## config.mk

```make
export PLATFORM = sky130hd
export DESIGN_NAME = sprite_row_fetch_flat
export DESIGN_NICKNAME = d
export VERILOG_FILES = /design/src/rtl/sprite_pkg.sv /design/src/rtl/sprite_row_fetch_if.sv /design/src/rtl/sprite_line_buf.sv /design/src/rtl/sprite_row_fetch.sv /design/src/flat_wrapper.sv
export SDC_FILE = /design/constraint.sdc
export NUM_CORES = 1
export LEC_CHECK = 0
export CAP_MARGIN = 40
export CELL_PAD_IN_SITES_DETAIL_PLACEMENT = 1
export CELL_PAD_IN_SITES_GLOBAL_PLACEMENT = 2
export CORE_MARGIN = 3
export CORE_UTILIZATION = 42
export CTS_CLUSTER_DIAMETER = 60
export CTS_CLUSTER_SIZE = 30
export DETAILED_ROUTE_END_ITERATION = 8
export PLACE_DENSITY = 0.77
export SYNTH_ARGS = -nofsm -noshare
export SYNTH_HDL_FRONTEND = slang
export SYNTH_SLANG_ARGS = --single-unit
export TNS_END_PERCENT = 100
```

## constraint.sdc

```tcl
create_clock -name Clk -period 2.8 [get_ports Clk]
set_input_delay 0.84 -clock Clk [delete_from_list [all_inputs] [get_ports Clk]]
set_output_delay 0.84 -clock Clk [all_outputs]
set_load 0.05 [all_outputs]
```

## src/rtl/sprite_pkg.sv

```systemverilog
// Shared constants, state encoding and line-buffer entry layout for the sprite row fetcher.
package sprite_pkg;

    localparam int          SPR_ROM_AW      = 10;
    localparam int          DEF_SPR_W       = 21;
    localparam int          DEF_SPR_H       = 41;
    localparam logic [23:0] TRANSPARENT_KEY = 24'h800080;

    typedef enum logic {
        IDLE  = 1'b0,
        FETCH = 1'b1
    } fetch_state_t;

    typedef struct packed {
        logic        opq;
        logic [23:0] color;
    } buf_entry_t;

    // Screen-coordinate difference widened to 11 bits so negatives are visible in bit 10.
    function automatic logic [10:0] diff11(input logic [9:0] a, input logic [9:0] b);
        return {1'b0, a} - {1'b0, b};
    endfunction

endpackage

```

## src/rtl/sprite_row_fetch_if.sv

```systemverilog
// ROM read port and per-pixel query port of the sprite row fetcher.
interface sprite_row_fetch_if #(
    parameter int ADDR_W = sprite_pkg::SPR_ROM_AW
);
    logic [ADDR_W-1:0] rom_addr;
    logic [23:0]       rom_color;
    logic [9:0]        DrawX;
    logic              pix_valid;
    logic [23:0]       pix_color;

    modport master (
        output rom_addr, pix_valid, pix_color,
        input  rom_color, DrawX
    );

    modport slave (
        input  rom_addr, pix_valid, pix_color,
        output rom_color, DrawX
    );
endinterface

```

## src/rtl/sprite_line_buf.sv

```systemverilog
// One-row sprite line buffer: colour plus opaque flag per pixel, one write port,
// one registered read port that reports zero colour for out-of-range or transparent pixels.
module sprite_line_buf
    import sprite_pkg::*;
#(
    parameter int DEPTH = DEF_SPR_W,
    parameter int IDX_W = 5
)(
    input  logic             clk,
    input  logic             rst,
    input  logic             we,
    input  logic [IDX_W-1:0] waddr,
    input  buf_entry_t       wdata,
    input  logic             rd_en,
    input  logic [IDX_W-1:0] raddr,
    output logic             rd_valid,
    output logic [23:0]      rd_color
);

    logic [23:0]      color_mem [DEPTH];
    logic [DEPTH-1:0] opq;
    logic             in_rng;
    logic             hit;

    // Colour storage needs no reset: a pixel is only ever reported through its opaque bit.
    always_ff @(posedge clk) begin
        if (we) color_mem[waddr] <= wdata.color;
    end

    always_ff @(posedge clk or posedge rst) begin
        if (rst)     opq        <= '0;
        else if (we) opq[waddr] <= wdata.opq;
    end

    always_comb begin
        in_rng = rd_en && ({1'b0, raddr} < (IDX_W + 1)'(DEPTH));
        hit    = in_rng && opq[raddr];
    end

    always_ff @(posedge clk or posedge rst) begin
        if (rst) begin
            rd_valid <= 1'b0;
            rd_color <= '0;
        end else begin
            rd_valid <= hit;
            rd_color <= hit ? color_mem[raddr] : 24'h0;
        end
    end

endmodule

```

## src/rtl/sprite_row_fetch.sv

```systemverilog
// Per-scanline sprite ROM row fetch into a line buffer, plus the 1-cycle pixel query path
// used by the colour mapper during active video.
module sprite_row_fetch
    import sprite_pkg::*;
#(
    parameter int          SPR_W       = DEF_SPR_W,
    parameter int          SPR_H       = DEF_SPR_H,
    parameter int          ADDR_W      = SPR_ROM_AW,
    parameter logic [23:0] TRANSPARENT = TRANSPARENT_KEY
)(
    input  logic       Clk,
    input  logic       Reset,
    input  logic       line_start,
    input  logic [9:0] DrawY,
    input  logic [9:0] SpriteX,
    input  logic [9:0] SpriteY,
    input  logic       flip,
    output logic       busy,
    output logic       line_valid,
    sprite_row_fetch_if.master bus
);

    localparam int IDX_W = (SPR_W > 1) ? $clog2(SPR_W) : 1;
    localparam int PW    = 10 + $clog2(SPR_W + 1);
    localparam logic signed [10:0] W_S  = 11'(SPR_W);
    localparam logic signed [10:0] H_S  = 11'(SPR_H);
    localparam logic [IDX_W-1:0]   LAST = IDX_W'(SPR_W - 1);

    fetch_state_t      state, state_n;
    logic [ADDR_W-1:0] addr_q, addr_n;
    logic [IDX_W-1:0]  wr_idx, wr_idx_n;
    logic              lv_n;
    logic [9:0]        sx_l;
    logic              flip_l;

    logic signed [10:0] row, rel;
    logic               row_hit;
    logic [PW-1:0]      row_base, start_addr;
    logic               buf_we;
    logic               rd_en;
    logic [IDX_W-1:0]   raddr;
    buf_entry_t         wentry;

    // Row base is formed at full product width; only the final sum is narrowed to the ROM bus.
    always_comb begin
        row        = signed'(diff11(DrawY, SpriteY));
        row_hit    = !row[10] && (row < H_S);
        row_base   = PW'(row[9:0]) * PW'(SPR_W);
        start_addr = row_base + (flip ? PW'(SPR_W - 1) : PW'(0));
    end

    always_comb begin
        state_n  = state;
        addr_n   = addr_q;
        wr_idx_n = wr_idx;
        lv_n     = line_valid;
        buf_we   = 1'b0;
        if (line_start) begin
            // A new line always wins, including over a fetch still in flight.
            lv_n     = 1'b0;
            wr_idx_n = '0;
            if (row_hit) begin
                state_n = FETCH;
                addr_n  = ADDR_W'(start_addr);
            end else begin
                state_n = IDLE;
            end
        end else if (state == FETCH) begin
            buf_we = 1'b1;
            if (wr_idx == LAST) begin
                state_n = IDLE;
                lv_n    = 1'b1;
            end else begin
                wr_idx_n = wr_idx + IDX_W'(1);
                addr_n   = flip_l ? addr_q - ADDR_W'(1) : addr_q + ADDR_W'(1);
            end
        end
    end

    always_ff @(posedge Clk or posedge Reset) begin
        if (Reset) begin
            state      <= IDLE;
            addr_q     <= '0;
            wr_idx     <= '0;
            line_valid <= 1'b0;
            sx_l       <= '0;
            flip_l     <= 1'b0;
        end else begin
            state      <= state_n;
            addr_q     <= addr_n;
            wr_idx     <= wr_idx_n;
            line_valid <= lv_n;
            if (line_start) begin
                sx_l   <= SpriteX;
                flip_l <= flip;
            end
        end
    end

    assign busy         = (state == FETCH);
    assign bus.rom_addr = addr_q;

    always_comb begin
        wentry.color = bus.rom_color;
        wentry.opq   = (bus.rom_color != TRANSPARENT);
        rel          = signed'(diff11(bus.DrawX, sx_l));
        rd_en        = line_valid && !rel[10] && (rel < W_S);
        raddr        = rel[IDX_W-1:0];
    end

    sprite_line_buf #(
        .DEPTH (SPR_W),
        .IDX_W (IDX_W)
    ) u_line_buf (
        .clk      (Clk),
        .rst      (Reset),
        .we       (buf_we),
        .waddr    (wr_idx),
        .wdata    (wentry),
        .rd_en    (rd_en),
        .raddr    (raddr),
        .rd_valid (bus.pix_valid),
        .rd_color (bus.pix_color)
    );

endmodule

```

## src/flat_wrapper.sv

```systemverilog
// flat-port wrapper written by rule: the top's interface ports become plain ports
module sprite_row_fetch_flat import sprite_pkg::*;
#(
    parameter int          SPR_W       = DEF_SPR_W,
    parameter int          SPR_H       = DEF_SPR_H,
    parameter int          ADDR_W      = SPR_ROM_AW,
    parameter logic [23:0] TRANSPARENT = TRANSPARENT_KEY
)
  (Clk, Reset, line_start, DrawY, SpriteX, SpriteY, flip, busy, line_valid, bus_rom_addr, bus_pix_valid, bus_pix_color, bus_rom_color, bus_DrawX);
  sprite_row_fetch_if #(.ADDR_W(ADDR_W)) bus_i ();
  input  logic Clk;
  input  logic Reset;
  input  logic line_start;
  input  logic [9:0] DrawY;
  input  logic [9:0] SpriteX;
  input  logic [9:0] SpriteY;
  input  logic flip;
  output logic busy;
  output logic line_valid;
  output wire logic [$bits(bus_i.rom_addr)-1:0] bus_rom_addr;
  output wire logic [$bits(bus_i.pix_valid)-1:0] bus_pix_valid;
  output wire logic [$bits(bus_i.pix_color)-1:0] bus_pix_color;
  input wire logic [$bits(bus_i.rom_color)-1:0] bus_rom_color;
  input wire logic [$bits(bus_i.DrawX)-1:0] bus_DrawX;
  assign bus_rom_addr = bus_i.rom_addr;
  assign bus_pix_valid = bus_i.pix_valid;
  assign bus_pix_color = bus_i.pix_color;
  assign bus_i.rom_color = bus_rom_color;
  assign bus_i.DrawX = bus_DrawX;
  sprite_row_fetch #(.SPR_W(SPR_W), .SPR_H(SPR_H), .ADDR_W(ADDR_W), .TRANSPARENT(TRANSPARENT)) u_core (.Clk(Clk), .Reset(Reset), .line_start(line_start), .DrawY(DrawY), .SpriteX(SpriteX), .SpriteY(SpriteY), .flip(flip), .busy(busy), .line_valid(line_valid), .bus(bus_i));
endmodule
```

* Word-level counts from Yosys, hierarchy flattened *
Memories as Yosys holds them, arrays and structs flattened.
Index checks and enable logic that the tools add are counted.

word-level totals
  RAM bits = 504
  output and inout bits = 37
  memories kept = 1
  word-level logic and storage cells = 66
  register bits = 74

cells by class
  multipliers = 1
  equal/unequal tests = 4
  mux-type cells = 26
  add/subtract/negate cells = 6
  reductions and logical operators = 13
  $lt $le $gt $ge = 6

memories
  name                         words  bits a word  rd ports  clocked after memory_dff  write ports  RTL line               text
  u_core.u_line_buf.color_mem  21     24           1         0                         1            sprite_line_buf.sv:20  logic [23:0] color_mem [DEPTH];

operators by type and width
  cell                                                         number
  2-to-1 mux 10 bit                                            5
  2-to-1 mux 24 bit                                            1
  != test 24 bit, second input constant                        1
  subtractor 10 x 10 -> 11 bit                                 2
  bitwise mux 21 bit                                           1
  2-to-1 mux 5 bit                                             4
  2-to-1 mux 1 bit                                             13
  less-than comparator 5 x 6 -> 1 bit, second input constant   2
  less-than comparator 11 x 6 -> 1 bit, second input constant  1
  less-than comparator 11 x 7 -> 1 bit, second input constant  1
  adder 10 x 1 -> 10 bit, second input constant                1
  adder 10 bit                                                 1
  multiplier 10 x 5 -> 10 bit, second input constant           1
  subtractor 10 x 1 -> 10 bit, second input constant           1
  logical AND 1 bit                                            6
  adder 5 x 1 -> 5 bit, second input constant                  1
  binary-select mux 1 bit (select 5 bit)                       1
  demux 1 bit (select 5 bit)                                   1
  equality test 5 bit, second input constant                   1
  >= comparator 5 x 1 -> 1 bit, second input constant          1
  less-than comparator 5 bit, second input constant            1
  AND reduction 2 bit                                          2
  nonzero test 2 bit                                           2
  AND reduction 3 bit                                          1
  3 further kinds                                              4

* Depth between registers and ports, before layout *
  depth after elaboration = 7
  depth in mapped cells = 19
  gate-level depth less buffers = 19

* Cells and area by module *
A second synthesis with hierarchy kept.

second synthesis, totals
  cell total of the unflattened synthesis = 1362
  area total of the unflattened synthesis = 24408.4 sq um

by module, submodules not included
  module            seq. area each (sq um)  instances  cells an instance  area each (sq um)
  sprite_line_buf   16285.6                 1          989                21190.3
  sprite_row_fetch  700.7                   1          373                3218.1

* Worst setup path after synthesis *
OpenSTA, ideal clock, no wires.

  path type = input-to-reg
  start = input port SpriteY[4]
  end = register u_core.addr_q[8], in the netlist u_core.bus.rom_addr[8]
  required time = 2.675 ns
  stages on the path = 17
  data arrival time = 4.369 ns
  slack = -1.693 ns
  path through = inv_1 -> ha_1 -> a21o_1 -> a31oi_1 -> o21ai_0 -> xor2_1 -> inv_1 -> fa_1 -> inv_1 -> fa_1 -> fa_1 -> a21oi_1 -> nor2_1 -> nor2_1 -> xnor2_1 -> a221o_1 -> mux2_2

between the ends
  cells in the longest elaborated chain, start to end = 5
  elaborated cells on any way between the ends = 10

RTL lines
  item                                                         RTL line                                        text
  start, declared                                              flat_wrapper.sv:16                              input logic [9:0] SpriteY;
  subtractor 10 x 10 -> 11 bit *                               sprite_pkg.sv:21                                return {1'b0, a} - {1'b0, b};
  multiplier 10 x 5 -> 10 bit, or another cell as far along    sprite_row_fetch.sv:48                          row_base = PW'(row[9:0]) * PW'(SPR_W);
  adder 10 bit or logical AND 1 bit (tied branches)            sprite_row_fetch.sv:49, sprite_row_fetch.sv:47
  2-to-1 mux 10 bit or != test 2 x 1 -> 1 bit (tied branches)  --
  2-to-1 mux 10 bit or AND reduction 3 bit (tied branches)     --
  end signal, assigned                                         sprite_row_fetch.sv:90                          addr_q <= addr_n;
  end, declared                                                sprite_row_fetch.sv:30                          logic [ADDR_W-1:0] addr_q, addr_n;

Mark *: on every way between the ends. The rest lies on a longest branch, timed or not. The select of a mux whose other input is x is not followed.
A chain may end at the register's enable or synchronous reset.

* Worst setup path after layout *
  start = input port DrawY[0]
  end = register u_core.addr_q[8], in the netlist u_core.bus.rom_addr[8]

between the ends
  cells in the longest elaborated chain, start to end = 5
  elaborated cells on any way between the ends = 10

RTL lines
  item                                                         RTL line                                        text
  start, declared                                              flat_wrapper.sv:14                              input logic [9:0] DrawY;
  subtractor 10 x 10 -> 11 bit *                               sprite_pkg.sv:21
  multiplier 10 x 5 -> 10 bit, or another cell as far along    sprite_row_fetch.sv:48
  adder 10 bit or logical AND 1 bit (tied branches)            sprite_row_fetch.sv:49, sprite_row_fetch.sv:47
  2-to-1 mux 10 bit or != test 2 x 1 -> 1 bit (tied branches)  --
  2-to-1 mux 10 bit or AND reduction 3 bit (tied branches)     --

Marks and branches as above.

==> run_results.csv <==
group,metric,value,unit
floorplan,start_util,0.426,
place,placed_cell_area,28500,um^2
drt,drc,0,
drt,avgViaCountPerCell,5.55,
clock_network,cts.path.max_buffers,3,
setup_path,critPathLaunchType,"input pin",
global_route,overflow,0,
timing,holdWs,0.519,ns
logic_synthesis,syn_nets,1399,
global_route,grt_pass1_wl,94.4,mm
logic_synthesis,yosysWarnings,0,
timing,postLayoutSetupSlackWorst,-1.09,ns
clock_network,cts-htree-levels,2,
clock_network,cts_tree,"built",
logic_synthesis,syn-cell-area,24000,um^2
logic_synthesis,ys_ff_latch,578,
logic_synthesis,synth_cells,1271,
pwr,ir_drop,0.525,mV
timing,post-route-period-util,1.39,
layout,syn2layout_area_growth,28.1,%
timing,slew_violations,0,
floorplan,fp.dieW,245,um
layout,final_common_cell,"edfxtp_1",
setup_path,critPathKind,"input pin to flop",
floorplan,ioPinCount,105,
drt,vias,13200,
timing,final_hold_viol_count,0,
clock_network,cts.sinks,578,
layout,fill_cells,5019,
logic_synthesis,synth_cell_types,57,
setup_path,crit_required,3.25,ns
pwr,p_per_area,708,nW/um^2
clock_network,cts_root_buffer,"clkbuf_16",
drt,wirelength,63.0,mm
logic_synthesis,yosysSeqAreaShare,0.706,
place,hpwl,39.4,mm
timing,worstMarginPinSlew,0.616,ns
setup_path,regToRegSetupSlack,-0.30,ns
timing,setup-violations-final,35,
place,gp_congestion,0.770,
worst_hold_path,holdCritPathClass,"flop to flop",
layout,mostFrequentLayoutCells,"edfxtp_1, buf_4, mux4_2",
layout,fin_nets,1727,
place,numPortBuffers,104,
setup_path,end_kind,"flop",
setup_path,crit_slowest_cell,"fa_1",
setup_path,cp_top_family,"adder cells",
global_route,track_usage,0.213,
drt,first_pass_iters,5,
setup_path,cpMostUsedCell,"ha_4",
layout,final_cell_area,30800,um^2
timing,clock_skew,0.0259,ns
timing,fmaxAchievable,257,MHz
setup_path,crit_arrival,4.34,ns
floorplan,coreArea,56500,um^2
setup_path,critPathMaxFanout,3,
setup_path,critical-path-max-stage-delay,0.48,ns
outcome,outcome,"finished with violations",
logic_synthesis,async_flop_share,0.128,
global_route,grt_pass1_vias,14300,
pwr,p_leak,10.9,nW
layout,diodes,0,
logic_synthesis,synth_ff_type,"edfxtp_1",
logic_synthesis,synth_edf_count,504,
flow_run,maxCapViolations,0,
global_route,antenna_found_initial,0,
clock_network,postCtsHoldBufs,0,
timing,rsz0062_at_grt,"yes",
floorplan,die_area,60200,um^2
logic_synthesis,syn_avg_cell_area,18.9,um^2
drt,drtAntennaViolNets,0,
setup_path,timing.critical_path.buf_inv,6,
clock_network,path_clk_slew,0.08,ns
timing,fin_crit,3.89,ns
outcome,violations,"negative setup slack",
floorplan,die_height,245,um
clock_network,clock_latency,0.58,ns
setup_path,crit_chain,"buf_8 -> inv_12 -> ha_4 -> inv_2 -> fa_2 -> a21o_1 -> a221oi_2 -> xor2_1 -> inv_2 -> ha_1 -> inv_1 -> fa_1 -> inv_1 -> ha_4 -> ha_4 -> xnor2_1 -> a221o_1 -> mux2_4",
global_route,grt_max_degree,56,
drt,detail_route.wl_per_cell,26.4,um
layout,layout-drive-gt1-share,0.386,
floorplan,num_rows,87,
clock_network,numCtsBuffers,38,
timing,relSlewSlack,0.584,
drt,drtIter0Drc,980,
==> kinds of logic after synthesis <==
logic type | after synthesis | share of synthesized area
adder cells (fa/ha/maj) | 60 | 0.0343
AND/OR/NAND/NOR | 188 | 0.0381
multiplexers | 209 | 0.166
flip-flops | 578 | 0.706
AO/OA/AOI/OAI | 103 | 0.0266
buffers and inverters | 107 | 0.0189
XOR/XNOR | 26 | 0.00947
==> sequential cells by signal (all words and copies together) (netlist names), 5 cells and up <==
register,count
u_core.u_line_buf.opq,21
u_core.u_line_buf.color_mem,504
u_core.wr_idx,5
u_core.u_line_buf.rd_color,24
u_core.bus.rom_addr,10
u_core.sx_l,10
==> metrics by stage <==
stage	instances	setup WS (ns)	util	TNS [ns]	power, mW
after detailed placement	2287	-2.33	0.504	-68.54	14.8
after CTS	2381	-1.09	0.542	-12.07	21.8
after floorplan	1271	-1.55	-	-12.50	13.0
after global placement	2287	-2.29	0.504	-66.09	14.6
final	2384	-1.09	0.545	-11.62	21.8
after global routing	2384	-1.26	0.545	-14.91	22.8
==> area by class of cell <==
class                   count  area, um^2  area share
repair buffers            342        3740       0.122
flip-flops and latches    578       17000       0.551
clock buffers              42         997      0.0324
inverters                  53         233     0.00755
multi-input cells         586        7440       0.242
well taps                 756         946      0.0307
clock inverters            27         462      0.0150
==> synthesized netlist by cell type (all sizes together) (3+ instances only) <==
cell type / count / share of area
mux4: 149 / 0.14
mux2: 29 / 0.014
nand4: 4 / 0.0010
mux2i: 31 / 0.013
edfxtp: 504 / 0.63
nor2b: 5 / 0.0013
nor2: 38 / 0.0059
inv: 53 / 0.0083
nand3: 10 / 0.0021
a21oi: 16 / 0.0033
nor3: 29 / 0.0060
o21a: 6 / 0.0019
nor4: 5 / 0.0013
dfrtp: 74 / 0.077
nand4b: 4 / 0.0015
buf: 29 / 0.0067
or2: 4 / 0.0010
a31oi: 3 / 0.00078
nand2b: 3 / 0.00078
fa: 10 / 0.0083
and3: 3 / 0.00083
or3: 6 / 0.0016
ha: 50 / 0.026
nand3b: 4 / 0.0012
o21ai: 49 / 0.010
xor2: 13 / 0.0047
a21o: 10 / 0.0031
a211oi: 4 / 0.0015
nand2: 62 / 0.0097
clkbuf: 25 / 0.0039
xnor2: 13 / 0.0047
==> worst paths after layout <==
check | from | to | depth (start not counted)
max in group asynchronous | Reset | u_core.u_line_buf.opq[10]$_DFFE_PP0P_ | 3
worst min register to register | u_core.u_line_buf.opq[19]$_DFFE_PP0P_ | u_core.u_line_buf.opq[19]$_DFFE_PP0P_ | 1
worst max-delay path | DrawY[0] | u_core.bus.rom_addr[8]$_DFFE_PP0P_ | 18
worst max register to register | u_core.sx_l[0]$_DFFE_PP0P_ | u_core.u_line_buf.rd_color[3]$_DFF_PP0_ | 13
min in group asynchronous | Reset | u_core.u_line_buf.rd_color[18]$_DFF_PP0_ | 2
worst min-delay path | u_core.u_line_buf.opq[19]$_DFFE_PP0P_ | u_core.u_line_buf.opq[19]$_DFFE_PP0P_ | 1
==> worst reg2reg max path, stage by stage (launching register included) <==
cell      delay, ns
dfrtp_1        0.41
ha_4           0.17
inv_4          0.04
fa_4           0.82
buf_6          0.12
buf_12         0.14
mux4_2         0.22
mux2i_2        0.08
o21a_1         0.13
a211oi_2       0.24
o22ai_2        0.12
buf_12         0.18
buf_4          0.16
nor3_4         0.20
==> report_power, final <==
group	switching [mW]	total [mW]	internal (mW)	leakage, nW
clock network	3.42	6.50	3.08	0.702
logic	2.79	5.80	3.00	4.69
registers	0.0738	9.51	9.44	5.52
==> layer usage <==
metal,GRT usage,share of wire,vias up
li1,-,-,5729
met1,0.294,0.42,7054
met5,0,0,-
met2,0.363,0.51,385
met3,0.0296,0.052,66
met4,0.0493,0.020,0
==> what timing repair did <==
action / in CTS / in global routing
hold endpoints to repair: 0 / 0
endpoints found under the setup margin: 37 / 36
resized for setup: 133 / 38
cloned: 6 / 0
pin swaps: 62 / 29
buffers inserted: 22 / 5
No activity file was read; power rests on OpenSTA's default activity.
==> RTL change 1 (same settings) <==
Set the package constant `SPR_ROM_AW` to 12 (it was 10).
--- a/src/rtl/sprite_pkg.sv
+++ b/src/rtl/sprite_pkg.sv
@@ -1,7 +1,7 @@
 // Shared constants, state encoding and line-buffer entry layout for the sprite row fetcher.
 package sprite_pkg;
 
-    localparam int          SPR_ROM_AW      = 10;
+    localparam int          SPR_ROM_AW      = 12;
     localparam int          DEF_SPR_W       = 21;
     localparam int          DEF_SPR_H       = 41;
     localparam logic [23:0] TRANSPARENT_KEY = 24'h800080;
Ports: changed (resized bus_rom_addr); port bits go from 105 to 107. The function was not compared with the original's and may differ.
==> RTL change 1 against the unedited design <==
  * The run still ends with negative setup slack left
  * Synthesized area up 1.9%
  * Highest routed layer is now met5
  * Total power up 5.7%
  * Die area up 1.8%
  * Combinational power up 22%
  * Critical path depth up 3
  * Final cell count up 1.9%
  * Critical endpoint is now u_core.bus.rom_addr[9]
  * Sequential cell count up 2
  * Wire length up 2.0%
  * Global-route usage down 0.083 points
  * Design area up 2.0%
  * Clock power down 1%
  * Worst setup slack worse by 0.51 ns
  * Register-to-register slack worse by 0.04 ns
==> RTL change 1: results (changes against the unedited design) <==
| Metric | Value |
|---|---|
| Sequential cell count | 580 (+0.35%) |
| Peak supply drop | 0.4627 mV (-12%) |
| First-pass GRT wire length | 95940 µm (+1.6%) |
| WL met3 | 2976 µm (-8.9%) |
| Slew @ Worst Pin | 0.7401 ns (+0.1245 ns) |
| M1 WL | 28280 µm (+7.3%) |
| Final setup TNS | -17.55 ns (-5.928 ns) |
| GRT met2 Usage | 35.28% (-1.0 points) |
| Setup crit end | u_core.bus.rom_addr[9] |
| Clock-cell share of area | 4.565% (-0.17 points) |
| Fill cells | 5121 (+2.0%) |
| Post-detail-place hpwl | 41460 µm (+5.2%) |
| Routability cong. | 0.7619 (-1.0%) |
| Final worst slack | -1.595 ns (-0.5057 ns) |
| Failing checks | negative setup slack |
| Min-delay src | u_core.u_line_buf.opq[16] |
| Multi-In Gates | 620 (+5.8%) |
| Fin cells | 2430 (+1.9%) |
| Area of the multi-input gates | 8008 µm² (+7.6%) |
| Ys async rst share | 13.10% (+0.30 points) |
| Cells after synthesis | 1307 (+2.8%) |
| Register area share after synthesis | 69.54% (-1.1 points) |
| Worst Path Arrival | 4.84 ns (+0.50 ns) |
| Syn_nets | 1444 (+3.2%) |
| I/O Buffers | 106 (+1.9%) |
| Synth top cells by count | 504 x edfxtp_1, 149 x mux4_2, 76 x dfrtp_1, 71 x nor2_1, 58 x ha_1 |
| Hold worst-path end | u_core.u_line_buf.opq[16] |
| Outcome | complete, but fails checks |
| Worst-path maximum fanout | 4 (+1) |
| Sequential cell fraction of total power | 41.6% (-2.0 points) |
| Non-CTS buffers | 348 (+1.8%) |
| Iter 0 DRT Violations | 1229 (+25%) |
| Met1 Use GR | 30.28% (+0.85 points) |
| Synth area leaders | edfxtp_1 62%, mux4_2 14%, dfrtp_1 7.8%, ha_1 3.0%, mux2i_1 1.2% |
| NonClk Buf Share | 11.97% (-0.19 points) |
| Fin nets | 1780 (+3.1%) |
| Vias in the first global route | 14715 (+3.1%) |
| Fin util | 55.07% (+0.53 points) |
| Reg-to-reg endpoint | u_core.u_line_buf.rd_color[9] |
| Initial antenna violation count | 4 (+4) |
| Sequential cell area | 17040 µm² (+0.29%) |
| Hold WS | 0.5125 ns (-0.006574 ns) |
| Post-Place Setup Slack | -2.742 ns (-0.4076 ns) |
| Worst R2R Path Depth | 12 (-1) |
| Layout Skew | 0.04478 ns (+0.01886 ns) |
| Setup-failing EPs final | 38 (+8.6%) |
| Flop-to-flop setup slack | -0.34 ns (-0.04 ns) |
| Routed met2 length | 31770 µm (-0.97%) |
| Tot Pwr | 23.06 mW (+5.7%) |
| Max layer used | met5 |
| Share of layout cells above drive strength 1 | 39.93% (+1.3 points) |
| Total GRT Usage | 21.26% (-0.083 points) |
==> RTL change 1: cell types whose count changed after synthesis, moves of 5 or more <==
cell      change
o21ai_0      -23
or3_1         +5
nor3_2       +19
a21oi_1      +32
mux2_2        -6
nor2_1       +33
buf_1         +5
buf_2         -9
nor3_1       -16
clkbuf_1      +5
nand2_1      -31
mux2_4        +6
ha_1          +8
==> RTL change 1: what timing repair did <==
action,CTS,global route
hold buffers,0,0
pin swaps,62,56
cloned,4,0
endpoints found under the setup margin,38,42
gates resized for setup,139,64
buffers inserted,26,10
==> RTL change 1: cells by family after synthesis <==
family | Yosys count | synth area share, %
AND/OR/NAND/NOR | 188 | 4.055
AO/OA/AOI/OAI | 123 | 3.187
buffers and inverters | 107 | 1.844
adder cells (fa/ha/maj) | 69 | 3.861
XOR/XNOR | 30 | 1.073
flip-flops | 580 | 69.54
multiplexers | 210 | 16.44
==> RTL change 2 (same settings) <==
Without the edit above. Take the reset off `addr_q` and load it in a clocked block of its own.
--- a/src/rtl/sprite_row_fetch.sv
+++ b/src/rtl/sprite_row_fetch.sv
@@ -80,14 +80,12 @@
     always_ff @(posedge Clk or posedge Reset) begin
         if (Reset) begin
             state      <= IDLE;
-            addr_q     <= '0;
             wr_idx     <= '0;
             line_valid <= 1'b0;
             sx_l       <= '0;
             flip_l     <= 1'b0;
         end else begin
             state      <= state_n;
-            addr_q     <= addr_n;
             wr_idx     <= wr_idx_n;
             line_valid <= lv_n;
             if (line_start) begin
@@ -95,6 +93,10 @@
                 flip_l <= flip;
             end
         end
+    end
+
+    always_ff @(posedge Clk) begin
+        addr_q <= addr_n;
     end
 
     assign busy         = (state == FETCH);
Function: changed (Yosys sat finds a counterexample within 4 cycles, from zero or initial values and one cycle with Reset high).
==> RTL change 2 against the unedited design <==
  * Clock skew is 0.013 ns higher
  * Design area is 0.60% lower
  * Critical path depth is 1 higher
  * Worst setup slack worse by 0.25 ns
  * Sequential cell count stayed put
  * Highest routed layer unchanged
  * Sequential share of layout area is 0.49 points higher
  * Synthesized area hardly changed
  * Total power is 3.9% lower
  * The flow still finishes with violations (negative setup slack)
  * Wire length is 2.7% higher
  * Critical path type unchanged
==> RTL change 2: results (changes against the unedited design) <==
| Metric | Value |
|---|---|
| Iter 0 DRT Violations | 1005 (+2.6%) |
| Final worst slack | -1.336 ns (-0.2461 ns) |
| Setup bufs post-CTS | 31 (+41%) |
| Register area share after synthesis | 70.81% (+0.16 points) |
| Layout Skew | 0.03917 ns (+0.01325 ns) |
| Outcome | complete, but fails checks |
| Power share of the clock group | 28.4% (-1.4 points) |
| Compound-gate portion of the synthesized area | 2.616% (-0.049 points) |
| Total GRT Usage | 21.64% (+0.30 points) |
| WL final | 64680 µm (+2.7%) |
| Synth area leaders | edfxtp_1 64%, mux4_2 14%, dfrtp_1 6.7%, ha_1 2.6%, mux2i_1 1.3% |
| Post-CTS Resized | 125 (-6.0%) |
| Min-delay src | u_core.u_line_buf.opq[15] |
| Slew @ Worst Pin | 0.6930 ns (+0.07747 ns) |
| Failing checks | negative setup slack |
| Syn_nets | 1382 (-1.2%) |
| Placed Area | 28000 µm² (-1.6%) |
| Post-Synth Adder-Cell Area | 3.432% (about the same) |
| Largest net degree at the start of global routing | 43 (-23%) |
| Peak supply drop | 0.3890 mV (-26%) |
| Reg-to-reg endpoint | u_core.u_line_buf.rd_color[11] |
| Mux cell area share after synthesis | 16.36% (-0.25 points) |
| Worst Path Arrival | 4.54 ns (+0.20 ns) |
| Routability cong. | 0.7719 (+0.29%) |
| Met1 Use GR | 26.84% (-2.6 points) |
| Setup-failing EPs final | 41 (+17%) |
| Wire per inst | 27.34 µm (+3.5%) |
| Hold WS | 0.5142 ns (-0.004904 ns) |
| Vias/cell | 5.554 (about the same) |
| M1 WL | 25320 µm (-3.9%) |
| Num CTS Buffers | 35 (-7.9%) |
| Flop-to-flop setup slack | -0.36 ns (-0.06 ns) |
| Clock network power | 5.95 mW (-8.5%) |
| Internal | 15.28 mW (-1.5%) |
| Placed Cells | 2248 (-1.7%) |
==> RTL change 2: final cells by class <==
type / count / area, µm² / area share [%]
clock buffer: 39 / 943.4 / 3.080
multi-input combinational: 569 / 7481 / 24.43
antenna: 1 / 2.502 / 0.008171
tap: 756 / 945.9 / 3.089
timing repair buffer: 346 / 3651 / 11.92
inverter: 53 / 237.7 / 0.7762
clock inverter: 24 / 327.8 / 1.070
sequential: 578 / 17040 / 55.63
==> RTL change 2: worst max path at each step <==
stage | end | slack (ns) | startpoint
6_report | u_core.bus.rom_addr[9] | -1.34 | SpriteY[1]
4_1_cts | u_core.bus.rom_addr[8] | -1.34 | DrawY[0]
3_5_place_dp | u_core.bus.rom_addr[9] | -2.43 | DrawY[0]
2_1_floorplan | u_core.bus.rom_addr[9] | -1.64 | DrawY[0]
5_1_grt | u_core.bus.rom_addr[9] | -1.52 | SpriteY[1]
3_3_place_gp | u_core.bus.rom_addr[9] | -2.37 | DrawY[0]
